## config.mk

```make
export PLATFORM = sky130hd
export DESIGN_NAME = digital_clock_core
export DESIGN_NICKNAME = d
export VERILOG_FILES = /design/src/rtl/digital_clock_core.sv
export SDC_FILE = /design/constraint.sdc
export NUM_CORES = 1
export LEC_CHECK = 0
export CAP_MARGIN = 15
export CORE_ASPECT_RATIO = 1.1
export CORE_MARGIN = 2
export CORE_UTILIZATION = 40
export CTS_BUF_LIST = sky130_fd_sc_hd__clkbuf_8 sky130_fd_sc_hd__clkbuf_16
export DETAILED_ROUTE_END_ITERATION = 12
export PLACE_DENSITY = 0.63
export SETUP_SLACK_MARGIN = 0.2
export SKIP_CTS_REPAIR_TIMING = 1
export SLEW_MARGIN = 30
export SYNTH_ARGS = -nofsm -noshare
export SYNTH_HDL_FRONTEND = slang
export SYNTH_SLANG_ARGS = --single-unit
```

## constraint.sdc

```tcl
create_clock -name clk -period 11.7 [get_ports clk]
set_input_delay 1.755 -clock clk [delete_from_list [all_inputs] [get_ports clk]]
set_output_delay 1.755 -clock clk [all_outputs]
set_load 0.01 [all_outputs]
```

## src/rtl/digital_clock_core.sv

```systemverilog
// digital_clock_core
//   24-hour time-of-day core. Divides clk down to a 1 s tick, keeps
//   hh:mm:ss as BCD digit pairs, and drives six registered seven-segment
//   digits. Supports 12/24-hour display, edge-detected set buttons,
//   leading-zero blanking of the hour tens digit in 12-hour mode, and
//   selectable segment polarity.
//
//   Optional feature macro: ALARM_EN (alarm hh:mm registers + alarm_hit).
//
// Parameters
//   TICK_DIV        clk cycles per 1 s tick (>= 2)
//   SEG_ACTIVE_LOW  1 = segment lit on 0, 0 = lit on 1
// Ports
//   clk, rst_n                  clock, async active-low reset
//   time_set                    freeze time, buttons edit time
//   inc_hr, inc_min             increment buttons (levels, edge-detected here)
//   mode_12h                    12-hour display select
//   alarm_set, alarm_on         alarm edit / enable (ALARM_EN builds only)
//   tick                        one-cycle pulse each second
//   hr_bcd, min_bcd, sec_bcd    displayed value, {tens,units}
//   pm                          PM flag (12-hour mode)
//   seg_h1..seg_s0              digit segments {g,f,e,d,c,b,a}
//   alarm_hit                   alarm active
module digital_clock_core #(
    parameter int TICK_DIV       = 50000000,
    parameter bit SEG_ACTIVE_LOW = 1'b1
) (
    input  logic       clk,
    input  logic       rst_n,
    input  logic       time_set,
    input  logic       inc_hr,
    input  logic       inc_min,
    input  logic       mode_12h,
    input  logic       alarm_set,
    input  logic       alarm_on,
    output logic       tick,
    output logic [7:0] hr_bcd,
    output logic [7:0] min_bcd,
    output logic [7:0] sec_bcd,
    output logic       pm,
    output logic [6:0] seg_h1,
    output logic [6:0] seg_h0,
    output logic [6:0] seg_m1,
    output logic [6:0] seg_m0,
    output logic [6:0] seg_s1,
    output logic [6:0] seg_s0,
    output logic       alarm_hit
);

    localparam int             CW       = $clog2(TICK_DIV);
    localparam logic [CW-1:0]  CNT_LAST = CW'(TICK_DIV - 1);
    localparam logic [6:0]     SEG_ZERO = SEG_ACTIVE_LOW ? 7'b1000000 : 7'b0111111;

    // BCD pair increment that wraps to 00 after 'last'.
    function automatic logic [7:0] bcd_inc(input logic [7:0] v, input logic [7:0] last);
        if (v == last)          return 8'h00;
        else if (v[3:0] == 4'd9) return {v[7:4] + 4'd1, 4'd0};
        else                     return {v[7:4], v[3:0] + 4'd1};
    endfunction

    // Segment code in active-low form, flipped for active-high pins.
    function automatic logic [6:0] seg_code(input logic [3:0] d, input logic blank);
        logic [6:0] al;
        case (d)
            4'd0: al = 7'b1000000;
            4'd1: al = 7'b1111001;
            4'd2: al = 7'b0100100;
            4'd3: al = 7'b0110000;
            4'd4: al = 7'b0011001;
            4'd5: al = 7'b0010010;
            4'd6: al = 7'b0000010;
            4'd7: al = 7'b1111000;
            4'd8: al = 7'b0000000;
            4'd9: al = 7'b0010000;
            default: al = 7'b1111111;
        endcase
        if (blank) al = 7'b1111111;
        return SEG_ACTIVE_LOW ? al : ~al;
    endfunction

    logic [CW-1:0]   cnt_q, cnt_d;
    logic [7:0]      hr_q, hr_d, min_q, min_d, sec_q, sec_d;
    logic            hr_prev_q, hr_prev_d, min_prev_q, min_prev_d;
    logic [5:0][6:0] seg_q, seg_d;
    logic            hr_edge, min_edge;
    logic [7:0]      src_hr, src_min, src_sec;
    logic [4:0]      h_bin, h12;
    logic            blank_h1;

`ifdef ALARM_EN
    logic [7:0] al_hr_q, al_hr_d, al_min_q, al_min_d;
    logic       alarm_hit_q, alarm_hit_d;
`else
    logic       unused_alarm_in;
    assign unused_alarm_in = alarm_set | alarm_on;
`endif

    assign hr_edge  = inc_hr & ~hr_prev_q;
    assign min_edge = inc_min & ~min_prev_q;
    assign tick     = ~time_set & (cnt_q == CNT_LAST);

    // Count / edit next-state.
    always_comb begin
        cnt_d      = cnt_q;
        hr_d       = hr_q;
        min_d      = min_q;
        sec_d      = sec_q;
        hr_prev_d  = inc_hr;
        min_prev_d = inc_min;
`ifdef ALARM_EN
        al_hr_d     = al_hr_q;
        al_min_d    = al_min_q;
        alarm_hit_d = alarm_on & ~time_set & (hr_q == al_hr_q) & (min_q == al_min_q);
`endif
        if (time_set) begin
            // Frozen: divider parked so the first tick lands TICK_DIV cycles after release.
            cnt_d = '0;
            sec_d = 8'h00;
            if (hr_edge)  hr_d  = bcd_inc(hr_q, 8'h23);
            if (min_edge) min_d = bcd_inc(min_q, 8'h59);
        end else begin
            cnt_d = tick ? '0 : cnt_q + 1'b1;
            if (tick) begin
                sec_d = bcd_inc(sec_q, 8'h59);
                if (sec_q == 8'h59) begin
                    min_d = bcd_inc(min_q, 8'h59);
                    if (min_q == 8'h59) hr_d = bcd_inc(hr_q, 8'h23);
                end
            end
`ifdef ALARM_EN
            if (alarm_set) begin
                if (hr_edge)  al_hr_d  = bcd_inc(al_hr_q, 8'h23);
                if (min_edge) al_min_d = bcd_inc(al_min_q, 8'h59);
            end
`endif
        end
    end

    // Display value: source select, then 24 -> 12 hour remap.
    always_comb begin
        src_hr  = hr_q;
        src_min = min_q;
        src_sec = sec_q;
`ifdef ALARM_EN
        if (alarm_set && !time_set) begin
            src_hr  = al_hr_q;
            src_min = al_min_q;
            src_sec = 8'h00;
        end
`endif
        h_bin  = {1'b0, src_hr[7:4]} * 5'd10 + {1'b0, src_hr[3:0]};
        h12    = h_bin;
        pm     = 1'b0;
        hr_bcd = src_hr;
        if (mode_12h) begin
            pm = (h_bin >= 5'd12);
            if (h_bin == 5'd0)       h12 = 5'd12;
            else if (h_bin > 5'd12)  h12 = h_bin - 5'd12;
            hr_bcd = (h12 >= 5'd10) ? {4'd1, h12[3:0] - 4'd10} : {4'd0, h12[3:0]};
        end
        min_bcd  = src_min;
        sec_bcd  = src_sec;
        blank_h1 = mode_12h & (hr_bcd[7:4] == 4'd0);
    end

    always_comb begin
        seg_d[5] = seg_code(hr_bcd[7:4], blank_h1);
        seg_d[4] = seg_code(hr_bcd[3:0], 1'b0);
        seg_d[3] = seg_code(min_bcd[7:4], 1'b0);
        seg_d[2] = seg_code(min_bcd[3:0], 1'b0);
        seg_d[1] = seg_code(sec_bcd[7:4], 1'b0);
        seg_d[0] = seg_code(sec_bcd[3:0], 1'b0);
    end

    always_ff @(posedge clk or negedge rst_n) begin
        if (!rst_n) begin
            cnt_q      <= '0;
            hr_q       <= 8'h00;
            min_q      <= 8'h00;
            sec_q      <= 8'h00;
            hr_prev_q  <= 1'b0;
            min_prev_q <= 1'b0;
            seg_q      <= {6{SEG_ZERO}};
        end else begin
            cnt_q      <= cnt_d;
            hr_q       <= hr_d;
            min_q      <= min_d;
            sec_q      <= sec_d;
            hr_prev_q  <= hr_prev_d;
            min_prev_q <= min_prev_d;
            seg_q      <= seg_d;
        end
    end

`ifdef ALARM_EN
    always_ff @(posedge clk or negedge rst_n) begin
        if (!rst_n) begin
            al_hr_q     <= 8'h00;
            al_min_q    <= 8'h00;
            alarm_hit_q <= 1'b0;
        end else begin
            al_hr_q     <= al_hr_d;
            al_min_q    <= al_min_d;
            alarm_hit_q <= alarm_hit_d;
        end
    end
    assign alarm_hit = alarm_hit_q;
`else
    assign alarm_hit = 1'b0;
`endif

    assign seg_h1 = seg_q[5];
    assign seg_h0 = seg_q[4];
    assign seg_m1 = seg_q[3];
    assign seg_m0 = seg_q[2];
    assign seg_s1 = seg_q[1];
    assign seg_s0 = seg_q[0];

endmodule

```

# Word-level counts from Yosys, hierarchy flattened
# Memory sizes are Yosys's and may differ from the RTL's. A register that Yosys moved wholly into a read port is not among the register bits.
# Index checks and enable logic that the tools add are counted.
word_totals:
  ff_bits: 59
  latch_bits: 0
  ram_bits: 0
  mem_bits_ro: 672
  in_bits: 8
  out_inout_bits: 69
  word_cells: 84
  n_memories: 6
memory_table:
  columns: ["memory", "words", "width", "rd", "rd_clocked_by_memory_dff", "wr", "line", "rtl"]
  rows:
  - ["(name not given)", 16, 7, 1, 0, 0, "64", "case (d)"]
  - ["(name not given)", 16, 7, 1, 1, 0, "64", null]
  - ["(name not given)", 16, 7, 1, 1, 0, "64", null]
  - ["(name not given)", 16, 7, 1, 1, 0, "64", null]
  - ["(name not given)", 16, 7, 1, 1, 0, "64", null]
  - ["(name not given)", 16, 7, 1, 1, 0, "64", null]
classes:
  addsub: 10
  multipliers: 1
  div: 0
  order_cmp: 3
  eq_ne: 9
  shifts: 0
  muxes: 26
  n_bitwise: 7
  reduce_logical: 14
op_table:
  columns: ["op", "n"]
  rows:
  - ["8-bit 2-to-1 mux", 18]
  - ["26-bit 2-to-1 mux", 2]
  - ["26-bit by 1-bit adder with 26-bit output (second input constant)", 1]
  - ["26-bit == test (second input constant)", 1]
  - ["4-bit by 1-bit adder with 4-bit output (second input constant)", 6]
  - ["5-bit 2-to-1 mux", 4]
  - ["8-bit by 7-bit == test with 1-bit output (second input constant)", 2]
  - ["4-bit == test (second input constant)", 3]
  - ["5-bit by 4-bit >= comparator with 1-bit output (second input constant)", 2]
  - ["8-bit by 6-bit == test with 1-bit output (second input constant)", 1]
  - ["7-bit 2-to-1 mux", 1]
  - ["2-bit nonzero test", 3]
  - ["5-bit by 4-bit adder with 5-bit output", 1]
  - ["5-bit by 4-bit > comparator with 1-bit output (second input constant)", 1]
  - ["1-bit logical NOT", 5]
  - ["5-bit logical NOT", 1]
  - ["5-bit by 4-bit subtractor with 5-bit output (second input constant)", 1]
  - ["1-bit AND", 4]
  - ["4-bit logical NOT", 1]
  - ["4-bit by 3-bit multiplier with 4-bit output (second input constant)", 1]
  - ["2-bit by 1-bit != test with 1-bit output (second input constant)", 2]
  - ["4-bit AND reduction", 1]
  - ["4-bit subtractor (second input constant)", 1]
  - ["1-bit NOT", 3]
  - ["other kinds (4)", 4]

# Depth between registers and ports, before layout
depth:
  ltp_word: 12
  ltp_mapped: 19
  mapped_depth_nobuf: 19

# Worst setup path after synthesis
# Ideal clock, no wire load.
synth_path:
  path_type: "register to output"
  start: "register hr_q[4]"
  end: "output port hr_bcd[2]"
  arrival_time_ns: 3.206
  required_time_ns: 9.945
  slack_ns: 6.739
  stages_incl_launch_ff: 15
  path_buffers: 1
  path_cell_list: "dfrtp_1 -> ha_1 -> ha_1 -> xor2_1 -> ha_1 -> nor3b_1 -> nor3_1 -> o21bai_1 -> mux2_2 -> inv_1 -> ha_1 -> a211o_1 -> and3_1 -> o221ai_1 -> buf_4"
synth_between:
  elab_chain_len: 9
  elab_cells_between_ends: 12
  classes_between: "add/sub (3); mul (1); order compare (2); mux (5); reduce/logical (1)"
synth_lines:
  columns: ["element", "line", "rtl"]
  rows:
  - ["start, declared", "82", "logic [7:0] hr_q, hr_d, min_q, min_d, sec_q, sec_d;"]
  - ["start signal, assigned", "186", "hr_q <= hr_d;"]
  - ["4-bit by 3-bit multiplier with 4-bit output *", "151", "h_bin = {1'b0, src_hr[7:4]} * 5'd10 + {1'b0, src_hr[3:0]};"]
  - ["5-bit by 4-bit adder with 5-bit output *", "151", null]
  - ["5-bit by 4-bit subtractor with 5-bit output / 5-bit by 4-bit > comparator with 1-bit output (equally long branches)", "158", "else if (h_bin > 5'd12) h12 = h_bin - 5'd12;"]
  - ["5-bit 2-to-1 mux", "158", null]
  - ["5-bit 2-to-1 mux *", "157", "if (h_bin == 5'd0) h12 = 5'd12;"]
  - ["5-bit 2-to-1 mux *", "155", "if (mode_12h) begin"]
  - ["4-bit subtractor / 5-bit by 4-bit >= comparator with 1-bit output (equally long branches)", "159", "hr_bcd = (h12 >= 5'd10) ? {4'd1, h12[3:0] - 4'd10} : {4'd0, h12[3:0]};"]
  - ["5-bit 2-to-1 mux *", "159", null]
  - ["8-bit 2-to-1 mux *", "155", null]
  - ["end, declared", "37", "output logic [7:0] hr_bcd,"]
# Every way passes the cells marked *; elsewhere a longest branch is shown, timed or not. The select of a mux whose other input is x is not followed.

# Worst setup path after layout
layout_path:
  start: "register hr_q[6]"
  end: "output port hr_bcd[2]"
layout_between:
  elab_chain_len: 9
  elab_cells_between_ends: 12
  classes_between: "add/sub (3); mul (1); order compare (2); mux (5); reduce/logical (1)"
layout_lines:
  columns: ["element", "line"]
  rows:
  - ["4-bit by 3-bit multiplier with 4-bit output *", "151"]
  - ["5-bit by 4-bit adder with 5-bit output *", "151"]
  - ["5-bit by 4-bit subtractor with 5-bit output / 5-bit by 4-bit > comparator with 1-bit output (equally long branches)", "158"]
  - ["5-bit 2-to-1 mux", "158"]
  - ["5-bit 2-to-1 mux *", "157"]
  - ["5-bit 2-to-1 mux *", "155"]
  - ["5-bit by 4-bit >= comparator with 1-bit output / 4-bit subtractor (equally long branches)", "159"]
  - ["5-bit 2-to-1 mux *", "159"]
  - ["8-bit 2-to-1 mux *", "155"]
# Marked as above.

==> results.cfg <==
[route]
drtAntennaViolNets = 0
num_vias = 4125
route.detailed.wl_per_inst_um = 13.5
drtIter0Drc = 217
drt_pass1_iterations = 11
via_per_inst = 5.25
wl_um = 10600
drc = 3

[cts]
clk_pin_slew_ns = 0.07
cts_buffers = 9
cts_tree = done
numClockSinks = 94
insertion_delay_ns = 0.34
htreeDepth = 3
clock_path_buffers = 2
clock-root-buffer = clkbuf_16

[synthesis]
synth_seq_cells = 94
synthDistinctLibCells = 56
synth_area_leader_cell = dfrtp_1
synthCells = 558
synth_edf_count = 0
ys_top_cells_by_area = dfrtp_1, ha_1, nor2_1
post-synth-top-area-fraction_pct = 42.1
ys.flop_type = dfrtp_1
netlist_area_mm2 = 0.00524
yosys_warnings = 0
seq_area_frac_synth_pct = 45.1
synth_fp_nets = 609
avgSynthCellArea_um2 = 9.38
async_flop_share_pct = 100

[finish]
drive_above_1_share_pct = 6.68
fin_cells = 786
multi_input_area_mm2 = 0.00268
final_common_cell = dfrtp_1
nets = 675
fillers = 1215
antenna_cells = 0
final_cell_mix = dfrtp_1, clkdlybuf4s50_1, nor2_1, nand2_1, ha_1
area_growth_pct = 21.5
regArea_mm2 = 0.00236

[setup_path]
worstPathArrival_ns = 4.72
worst-setup-path-type = reg -> out
cp-end-kind = output port
cp-start-kind = flip-flop
path_max_fanout = 11
critPathLaunch = hr_q[6]$_DFFE_PN0P_
crit_required_ns = 9.95
reg2reg_from = hr_q[6]$_DFFE_PN0P_

[floorplanning]
io_pins = 77
die_width_um = 113
core_area_mm2 = 0.0127
dieArea_mm2 = 0.0140
start_util_pct = 41.2
rows = 43
die_h_um = 124

[hold_path]
hold_path_class = reg -> reg
hp-start = cnt_q[0]$_DFF_PN0_

[timing]
drv_slew = 0
whs_ns = 0.519
hold_viol_final = 0
worst_slack_ns = 5.23
fin_crit_ns = 6.47
fin_worst_skew_ns = 0.0106
slew_headroom_pct = 49.7
tightestPinTransition_ns = 0.747
setup_violations = 0
setup_tns_ns = 0
timing.fmax_ghz = 0.154
rsz0062_at_grt = no
period_share_pct = 55.3

[power_and_ir_drop]
irDropWorstVdd_mv = 0.331
leakage_uw = 0.00284
powerDensity_mw_per_mm2 = 288

[placement]
place_ws_ns = 5.25
place.detailed.hpwl_um = 7680
port_buffers = 73
gp_congestion = 0.807
place_inst = 770

[job]
drv_cap = 0

[outcome]
status = finished, violations left
violations = DRC

[global_routing]
grt_pass1_wl_um = 18300
grt_overflow = 0
antenna_found_initial = 0
grt_max_degree = 60
grt_pass1_vias = 4077
grt_usage_pct = 15.9
## cell type report
class,count,share of cell area [%]
clock buffer,9,3.54
clock inverter,7,0.728
inverter,33,1.95
multi-input combinational,412,42.0
sequential,94,37.1
tap,157,3.09
timing repair buffer,74,11.6
## synth_stat cells (3+ instances only)
library cell / count
or2_2: 7
nand3_1: 23
nor2_1: 66
mux2i_1: 14
o31ai_1: 3
nor3_1: 11
inv_1: 32
xor2_1: 20
xnor2_1: 7
and3_1: 7
nand2b_1: 12
buf_4: 3
nand4_1: 9
nor3b_1: 4
o21ai_0: 40
dfstp_2: 6
a31oi_1: 4
nand3b_1: 5
nor2b_1: 5
a21oi_1: 39
nor4_1: 3
clkbuf_1: 15
dfrtp_1: 88
or3_1: 5
ha_1: 42
nand2_1: 50
## registers in the layout (all words and copies together), names as in the netlist
signal	flops
min_prev_q	1
min_bcd	8
seg_s1	7
seg_h1	7
cnt_q	26
hr_prev_q	1
seg_h0	7
seg_m0	7
seg_s0	7
seg_m1	7
hr_q	8
sec_bcd	8
## power breakdown
part / internal [uW] / switching [uW]
registers: 405 / 64.5
clock network: 145 / 126
logic: 515 / 575
## layer usage
metal / up-vias / global-route usage, % / wire (um)
li1: 2040 / - / -
met1: 2006 / 19.9 / 4950
met2: 69 / 27.7 / 5180
met3: 10 / 3.21 / 360
met4: 0 / 5.11 / 141
met5: - / 0 / 0
## final timing paths
path,end,slack (ns),cells after the start
max,hr_bcd[2],5.23,14
min reg2reg,cnt_q[0]$_DFF_PN0_,0.52,1
max reg2reg,seg_h1[5]$_DFF_PN0_,6.99,17
max in group asynchronous,hr_q[5]$_DFFE_PN0P_,9.25,2
min in group asynchronous,seg_s0[5]$_DFF_PN0_,1.36,1
min,cnt_q[0]$_DFF_PN0_,0.52,1
## kinds of logic after synthesis
logic type / synth area share (%)
flip-flops: 45.1
other: 0.0716
multiplexers: 3.11
buffers and inverters: 3.94
XOR/XNOR: 4.95
AO/OA/AOI/OAI: 11.9
adder cells (fa/ha/maj): 10.4
AND/OR/NAND/NOR: 20.5
## worst max-delay path, stage by stage (launching register included)
cell             delay (ns)
dfrtp_1                0.53
ha_1                   0.30
ha_1                   0.33
xor2_1                 0.20
inv_1                  0.14
ha_1                   0.16
nor3b_1                0.42
o21bai_1               0.19
mux2_2                 0.18
inv_1                  0.04
ha_1                   0.20
a211o_1                0.26
and3_1                 0.24
o221ai_2               0.54
clkdlybuf4s50_1        0.66
## per-stage QoR
stage | power [uW] | utilization, % | cell area (um^2)
2_1_floorplan | 1220 | - | 5240
3_3_place_gp | 1530 | 47.9 | 6080
3_5_place_dp | 1560 | 47.9 | 6080
4_1_cts | 1840 | 50.1 | 6360
5_1_grt | 2000 | 50.1 | 6360
6_report | 1830 | 50.1 | 6360
Note: power is estimated with default switching activity, not from simulation.
==> edit, RTL diff (same flow settings) <==
The option `ALARM_EN` is turned on by a define.
--- a/src/rtl/digital_clock_core.sv
+++ b/src/rtl/digital_clock_core.sv
@@ -21,6 +21,8 @@
 //   pm                          PM flag (12-hour mode)
 //   seg_h1..seg_s0              digit segments {g,f,e,d,c,b,a}
 //   alarm_hit                   alarm active
+`define ALARM_EN
+
 module digital_clock_core #(
     parameter int TICK_DIV       = 50000000,
     parameter bit SEG_ACTIVE_LOW = 1'b1
Function: changed (Yosys sat finds a counterexample within 4 cycles, from zero or initial values and one cycle with rst_n low).
==> edit against the unedited design <==
  * Clock skew decreased by 0.0032 ns
  * Synthesized area rose by 30%
  * Clock power is 11% higher
  * Sequential cell count increased by 17
  * Non-clock buffer count up 5
  * Setup slack got worse by 2.2 ns
  * Wire length grew 34%
  * Power down 5.7%
  * Design area up 26%
  * Core utilization fell by 2.4 points
  * Critical path type is now in -> out
  * Largest power group unchanged
==> edit: results (changes against the unedited design) <==
| Metric | Value |
|---|---|
| Post-synthesis xor/xnor area fraction | `6.149% (was 4.947%)` |
| Nets | `869 (was 675)` |
| Sequential area share after synthesis | `40.86% (was 45.08%)` |
| Post-synthesis adder-cell area fraction | `10.65% (was 10.42%)` |
| Global Route Usage Sum | `16.52% (was 15.88%)` |
| Mean Syn Cell Area | `9.249 µm² (was 9.382 µm²)` |
| Port Buffer Count | `76 (was 73)` |
| Arrival time at the worst endpoint | `6.87 ns (was 4.72 ns)` |
| Grt met1 use | `22.36% (was 19.93%)` |
| Routed len/inst | `14.00 µm (was 13.53 µm)` |
| Final WL | `14220 µm (was 10640 µm)` |
| Initial DRC count | `218 (was 217)` |
| Share of layout cells above drive strength 1 | `6.312% (was 6.677%)` |
| Number of synthesized flops with an enable pin | `0 (unchanged)` |
| Sw Pwr | `0.0006826 W (was 0.0007654 W)` |
| Met2 wire len | `6848 µm (was 5183 µm)` |
| GP Congestion | `0.8363 (was 0.8066)` |
| Post-Syn Nets | `803 (was 609)` |
| First-pass DRT Iterations | `4 (was 11)` |
| Top cells by area, synth | `dfrtp_1, ha_1, nand2_1 (was dfrtp_1, ha_1, nor2_1)` |
| Worst VDD drop | `0.00008712 V (was 0.0003307 V)` |
| Area after DPL | `0.007740 mm² (was 0.006085 mm²)` |
| Placed cells | `1000 (was 770)` |
| Met3 Use GR | `3.112% (was 3.212%)` |
| Post-synthesis mux area share | `4.314% (was 3.107%)` |
| Largest net degree at the start of global routing | `61 (was 60)` |
| Netlist cell types | `67 (was 56)` |
| Leak Pwr | `3.614 nW (was 2.842 nW)` |
| Outcome | `completed (was complete, but fails checks)` |
| Max transition margin | `50.13% (was 49.75%)` |
| Fin Clk Skew | `0.007431 ns (was 0.01059 ns)` |
| Synth top cells by count | `dfrtp_1, nand2_1, nor2_1, ha_1, o21ai_0 (was dfrtp_1, nor2_1, nand2_1, ha_1, o21ai_0)` |
| DRT met1 WL | `6777 µm (was 4950 µm)` |
| HPWL after detailed placement | `10340 µm (was 7684 µm)` |
| DR vias | `5271 (was 4125)` |
| Synth Area in Compound Gates | `14.72% (was 11.90%)` |
| Met3 wire len | `423 µm (was 360 µm)` |
| Max FO, Critical Path | `14 (was 11)` |
| Met2 usage | `27.18% (was 27.66%)` |
| Vias in the first global route | `4958 (was 4077)` |
==> edit: cell count changes after synthesis, moves of 4 or more <==
cell / before / now
nand2_1: 50 / 91
xnor2_1: 7 / 28
dfrtp_1: 88 / 105
ha_1: 42 / 58
inv_1: 32 / 43
a21o_1: 2 / 12
nor3_1: 11 / 20
a21oi_1: 39 / 45
o21ai_0: 40 / 46
o22ai_1: 0 / 6
o31ai_1: 3 / 8
and2_1: 1 / 5
nand2b_1: 12 / 8
o211ai_1: 0 / 4
==> edit: stage by stage <==
step	setup slack [ns]	power (W)	hold WS (ns)
floorplan	4.322	0.001148	0.4549
global placement	3.168	0.001432	0.4801
detailed placement	3.030	0.001437	0.4816
CTS	3.015	0.001741	0.4918
global route	2.561	0.001874	0.5215
finish	3.072	0.001726	0.4885
==> edit: layout make-up <==
| cell class | count | area [µm²] |
|---|---|---|
| multi-input combinational | 556 | 3741 |
| tap | 208 | 260.3 |
| sequential | 111 | 2785 |
| timing repair buffer | 79 | 780.7 |
| clock buffer | 9 | 225.2 |
| inverter | 46 | 172.7 |
| fill | 1592 | 8805 |
| clock inverter | 7 | 58.81 |
==> edit: critical path, cell delays in order <==
cell             delay [ns]
clkdlybuf4s50_1        0.67
nor2b_1                0.20
buf_4                  0.26
mux2i_1                0.26
inv_1                  0.09
ha_1                   0.28
ha_1                   0.45
xor2_1                 0.27
ha_1                   0.32
nand2_1                0.08
o32a_1                 0.30
nand4_2                0.13
mux2i_1                0.10
ha_1                   0.31
o211ai_1               0.11
nor3_1                 0.07
o21a_4                 0.24
o211ai_4               0.36
clkdlybuf4s50_1        0.61
==> edit: cell families after synthesis <==
logic type / Yosys count
xor gates and xnor gates: 47
AOI/OAI and AO/OA: 157
DFF: 111
adders and majority gates: 58
and+or+nand+nor: 269
muxes: 25
buffers and inverters: 70
==> edit: final timing paths <==
kind | from | to | slack [ns] | depth (start not counted)
worst max-delay path | time_set | hr_bcd[2] | 3.07 | 19
min in group asynchronous | rst_n | seg_s0[0]$_DFF_PN0_ | 1.43 | 1
worst min-delay path | cnt_q[0]$_DFF_PN0_ | cnt_q[0]$_DFF_PN0_ | 0.49 | 1
worst min register to register | cnt_q[0]$_DFF_PN0_ | cnt_q[0]$_DFF_PN0_ | 0.49 | 1
max in group asynchronous | rst_n | cnt_q[13]$_DFF_PN0_ | 9.07 | 2
worst max register to register | al_hr_q[4]$_DFFE_PN0P_ | seg_h0[6]$_DFF_PN1_ | 6.84 | 21
==> edit: power groups by stage <==
stage / Clock [W] / Combinational [W] / Sequential (W)
CTS: 0.000308 / 0.000876 / 0.000557
detailed placement: 0 / 0.000872 / 0.000565
global placement: 0 / 0.000868 / 0.000564
floorplan: 0 / 0.000585 / 0.000563
global route: 0.000325 / 0.000976 / 0.000572
finish: 0.000301 / 0.000868 / 0.000557
